**config.mk**
```make
export PLATFORM = sky130hd
export DESIGN_NAME = regfile_mp
export DESIGN_NICKNAME = d
export VERILOG_FILES = /design/src/rtl/regfile_pkg.sv /design/src/rtl/regfile_scoreboard.sv /design/src/rtl/regfile_mp.sv
export SDC_FILE = /design/constraint.sdc
export NUM_CORES = 2
export LEC_CHECK = 0
export ABC_AREA = 1
export CAP_MARGIN = 20
export CORE_ASPECT_RATIO = 1.2
export CORE_MARGIN = 2
export CORE_UTILIZATION = 52
export DETAILED_ROUTE_END_ITERATION = 16
export PLACE_DENSITY = 0.69
export SYNTH_ARGS = -nofsm -noshare
export SYNTH_HDL_FRONTEND = slang
export SYNTH_SLANG_ARGS = --single-unit
```
**constraint.sdc**
```tcl
create_clock -name clk -period 49.6 [get_ports clk]
set_input_delay 4.96 -clock clk [delete_from_list [all_inputs] [get_ports clk]]
set_output_delay 4.96 -clock clk [all_outputs]
set_load 0.01 [all_outputs]
```
**src/rtl/regfile_pkg.sv**
```systemverilog
// Shared constants and types for the multi-port integer register file.
package regfile_pkg;

  localparam int XLEN  = 32;
  localparam int NREGS = 32;
  localparam int A     = $clog2(NREGS);

  typedef logic [A-1:0]    reg_addr_t;
  typedef logic [XLEN-1:0] xlen_t;

endpackage

```
**src/rtl/regfile_scoreboard.sv**
```systemverilog
// Per-register pending bits: set on issue, cleared by writeback or flush.
// Set beats clear on the same register; flush beats set. Bit 0 is never pending.
module regfile_scoreboard #(
  parameter int NREGS = 32,
  parameter int A     = $clog2(NREGS),
  parameter int NRD   = 2,
  parameter int NWR   = 1
) (
  input  logic         clk,
  input  logic         rst,
  input  logic         set,
  input  logic [A-1:0] set_addr,
  input  logic [NWR-1:0] clr_en,
  input  logic [A-1:0] clr_addr [NWR],
  input  logic         flush,
  input  logic [A-1:0] look_addr [NRD],
  output logic [NRD-1:0] busy
);

  logic [NREGS-1:0] pending;
  logic [NREGS-1:0] pending_nxt;

  always_comb begin
    pending_nxt = pending;
    for (int p = 0; p < NWR; p++) begin
      if (clr_en[p] && (clr_addr[p] != '0)) pending_nxt[clr_addr[p]] = 1'b0;
    end
    if (flush) begin
      pending_nxt = '0;
    end else if (set && (set_addr != '0)) begin
      pending_nxt[set_addr] = 1'b1;
    end
    pending_nxt[0] = 1'b0;
  end

  always_ff @(posedge clk or posedge rst) begin
    if (rst) pending <= '0;
    else     pending <= pending_nxt;
  end

  for (genvar i = 0; i < NRD; i++) begin : g_look
    assign busy[i] = pending[look_addr[i]];
  end

endmodule

```
**src/rtl/regfile_mp.sv**
```systemverilog
// Multi-port register file with optional same-cycle write bypass and an issue scoreboard.
// x0 is hard-wired zero: never stored, never pending, always reads 0.
module regfile_mp
  import regfile_pkg::*;
#(
  parameter int XLEN   = regfile_pkg::XLEN,
  parameter int NREGS  = regfile_pkg::NREGS,
  parameter int A      = $clog2(NREGS),
  parameter int NRD    = 2,
  parameter int NWR    = 1,
  parameter int BYPASS = 1
) (
  input  logic            clk,
  input  logic            rst,
  input  logic [A-1:0]    rd_addr [NRD],
  output logic [XLEN-1:0] rd_data [NRD],
  output logic [NRD-1:0]  rd_busy,
  input  logic [NWR-1:0]  we,
  input  logic [A-1:0]    wa [NWR],
  input  logic [XLEN-1:0] wd [NWR],
  input  logic            sb_set,
  input  logic [A-1:0]    sb_addr,
  input  logic            flush
);

  logic [XLEN-1:0] regs [NREGS];
  logic [NRD-1:0]  sb_busy;

  // Later ports are applied last so port 1 wins a same-address conflict.
  always_ff @(posedge clk or posedge rst) begin
    if (rst) begin
      for (int r = 0; r < NREGS; r++) regs[r] <= '0;
    end else begin
      for (int p = 0; p < NWR; p++) begin
        if (we[p] && (wa[p] != '0)) regs[wa[p]] <= wd[p];
      end
    end
  end

  regfile_scoreboard #(
    .NREGS (NREGS),
    .A     (A),
    .NRD   (NRD),
    .NWR   (NWR)
  ) u_sb (
    .clk       (clk),
    .rst       (rst),
    .set       (sb_set),
    .set_addr  (sb_addr),
    .clr_en    (we),
    .clr_addr  (wa),
    .flush     (flush),
    .look_addr (rd_addr),
    .busy      (sb_busy)
  );

  for (genvar i = 0; i < NRD; i++) begin : g_rd
    always_comb begin
      rd_data[i] = regs[rd_addr[i]];
      rd_busy[i] = sb_busy[i];
      if (BYPASS != 0) begin
        for (int p = 0; p < NWR; p++) begin
          if (we[p] && (wa[p] == rd_addr[i])) begin
            rd_data[i] = wd[p];
            rd_busy[i] = 1'b0;
          end
        end
      end
      if (rd_addr[i] == '0) begin
        rd_data[i] = '0;
        rd_busy[i] = 1'b0;
      end
    end
  end

endmodule

```
==> results.sh <==
export IMPL_status="finished, final reports clean"
export IMPL_drc=0
export IMPL_syn2layout_area_growth_pct=8.49
export IMPL_layout_drive_gt1_share_pct=4.73
export IMPL_fin_worst_skew_ns=0
export IMPL_cp_endpoint="rd_data[41]"
export IMPL_ios=123
export IMPL_r2r_end="u_sb.pending[1]$_DFF_PP0_"
export IMPL_rsz0062_at_grt="false"
export IMPL_syn_avg_cell_area_um2=7.03
export IMPL_gp_congestion=0.913
export IMPL_place_ws_ns=35.59
export IMPL_r2r_cells=3
export IMPL_syn_nets=8557
export IMPL_die_x_um=313
export IMPL_setup_viol=0
export IMPL_grt_pass1_vias=56676
export IMPL_initialDrtViolationCount=9215
export IMPL_netlist_area_um2=59800
export IMPL_post_cts_buffers=0
export IMPL_dpl_cell_area_um2=60800
export IMPL_grt_max_degree=244
export IMPL_multi_input_area_um2=27600
export IMPL_detailed_place_hpwl_mm=128
export IMPL_fp_dieH_um=375
export IMPL_required_ns=44.64
export IMPL_final_cell_mix="nand2_1 (2576), o21ai_0 (1112), nand3_1 (1085)"
export IMPL_cts_hold_buf=0
export IMPL_timing_slew_headroom_pct=11.1
export IMPL_criticalPathCategory="input port to output port"
export IMPL_core_area_um2=114000
export IMPL_worst_pin_slew_ns=1.33
export IMPL_holdCritPathClass="flop to flop"
export IMPL_worst_slack_ns=35.30
export IMPL_grt_pass1_wl_mm=350
export IMPL_post_cts_resized=0
export IMPL_ys_seq_elements=1055
export IMPL_clockRootBuffer="clkbuf_16"
export IMPL_start_kind="input port"
export IMPL_place_inst=9467
export IMPL_path_clk_slew_ns=0.06
export IMPL_stdcell_count=9693
export IMPL_wl_mm=233
export IMPL_powerDensity_nw_per_um2=39.5
export IMPL_regArea_um2=26400
export IMPL_cp_startpoint="rd_addr[8]"
export IMPL_max_cap_viol_count=0
export IMPL_r2r_slack_ns=48.76
export IMPL_cts_sinks=1055
export IMPL_clock_tree_buffer_depth=3
export IMPL_setup_worst_path_end_class="output port"
export IMPL_via_count=60234
export IMPL_ys_types=32
export IMPL_grtUsageTotal_pct=39.1
export IMPL_fin_crit_sh_pct=28.8
export IMPL_nFillCells=10883
export IMPL_p_leak_nw=30.1
export IMPL_final_area_um2=64800
export IMPL_synthCells=8500
export IMPL_fin_nets=8129
export IMPL_max_vdd_ir_drop_uv=30.7
export IMPL_h_tree_depth=3
export IMPL_timing_rr_start="u_sb.pending[1]$_DFF_PP0_"
export IMPL_hold_viol=0
export IMPL_cts_tree="done"
export IMPL_ant_nets=0
export IMPL_final_max_slew_viol_count=0
export IMPL_final_setup_tns_ns=0
export IMPL_clkLatencyLatePin_ns=0.75
export IMPL_globalRoute_totalOverflow=0
export IMPL_num_rows=136
export IMPL_port_buffers=122
export IMPL_max_freq_mhz=69.9
export IMPL_antenna_found_initial=8
export IMPL_crit_arrival_ns=9.34
export IMPL_post_route_min_period_ns=14.30
export IMPL_cp_max_fo=61
export IMPL_final_common_cell="nand2_1"
export IMPL_initial_utilization_pct=52.3
export IMPL_routed_via_density=6.21
export IMPL_yosysSeqAreaShare_pct=44.2
export IMPL_drt_pass1_iterations=7
export IMPL_numCtsBuffers=115
export IMPL_wl_per_cell_um=24.0
export IMPL_yosysWarningCount=0
export IMPL_die_area_um2=118000
-- cell usage after synthesis --
cell type  count  share of area (%)
nand2_1     2585                 16
o21ai_0     1112                9.3
nand3_1     1094                9.2
dfrtp_1     1055                 44
inv_1        701                4.4
clkbuf_1     442                2.8
a21oi_1      410                3.4
o211ai_1     376                4.7
buf_2        259                2.2
nor2_1       170                1.1
o21ai_1      126                1.1
buf_1         75               0.47
inv_2         15              0.094
nor3_1        12               0.10
or2_2         11               0.12
nand3b_1      10               0.13
nor2_2         9              0.094
nor2_4         8               0.15
nand2_2        7              0.073
a31oi_1        4              0.042
buf_4          3              0.038
nand4_1        3              0.031
o22ai_1        3              0.031
xor2_1         2              0.029
a2bb2oi_1      1              0.015
buf_6          1              0.019
clkinv_1       1             0.0063
inv_4          1              0.010
nor3_2         1              0.017
nor4_1         1              0.010
o21a_1         1              0.013
o21ai_2        1              0.015
-- metrics by stage --
| stage | power, W | util (%) | hold WS (ns) |
|---|---|---|---|
| final | 0.00256 | 56.7 | 0.380 |
| after global placement | 0.00164 | 53.1 | 0.365 |
| after CTS | 0.00255 | 56.6 | 0.379 |
| after floorplan | 0.00150 | - | 0.429 |
| after detailed placement | 0.00166 | 53.2 | 0.366 |
| after global routing | 0.00269 | 56.7 | 0.407 |
-- state kept, by name (all words and copies together), names as in the netlist --
register,count
u_sb.pending,31
regs,1024
-- area by class of cell --
type | instances | area share, %
Inverter | 718 | 4.22
Clock buffer | 173 | 5.23
Sequential cell | 1055 | 40.7
Timing Repair Buffer | 235 | 3.46
Tap cell | 1518 | 2.93
Antenna cell | 8 | 0.0309
Clock inverter | 39 | 0.791
Multi-Input combinational cell | 5947 | 42.6
-- report_power, final --
group	internal, W	leakage, nW	switching, W
clock network	0.000527	1.93	0.000376
registers	0.00103	13.2	0.0000996
logic	0.000182	15.0	0.000352
-- critical path, cell delays in order --
cell             delay (ns)
buf_4                  0.41
nor2_4                 0.18
buf_4                  0.86
nand3_2                1.12
nand2_1                0.30
inv_1                  0.41
nand3_1                0.32
nand2_1                0.18
clkdlybuf4s50_1        0.53
-- routing by layer --
layer	vias up	global-route usage [%]	routed length, um
met2	4195	58.5	99300
met5	-	0	23
met3	906	8.47	30000
met1	28133	51.3	86700
li1	26996	-	-
met4	4	25.2	16800
-- kinds of logic (layout without fill, tap and decap cells) --
family | after synthesis | after routing | synth area share [%]
and+or+nand+nor | 3911 | 3911 | 27.2
AOI/OAI and AO/OA | 2034 | 2034 | 18.6
buffers and inverters | 1498 | 1165 | 9.99
DFF | 1055 | 1055 | 44.2
xor gates and xnor gates | 2 | 2 | 0.0293
other | 0 | 8 | 0
-- worst min path at each step --
stage	start	to	cells past startpoint
detailed placement	regs[1010]$_DFFE_PP0P_	regs[1010]$_DFFE_PP0P_	0
global placement	regs[1010]$_DFFE_PP0P_	regs[1010]$_DFFE_PP0P_	0
finish	regs[1010]$_DFFE_PP0P_	regs[1010]$_DFFE_PP0P_	0
CTS	regs[1010]$_DFFE_PP0P_	regs[1010]$_DFFE_PP0P_	0
floorplan	regs[1010]$_DFFE_PP0P_	regs[1010]$_DFFE_PP0P_	1
global route	regs[1012]$_DFFE_PP0P_	regs[1012]$_DFFE_PP0P_	0
Note: power is estimated with default switching activity, not from simulation.
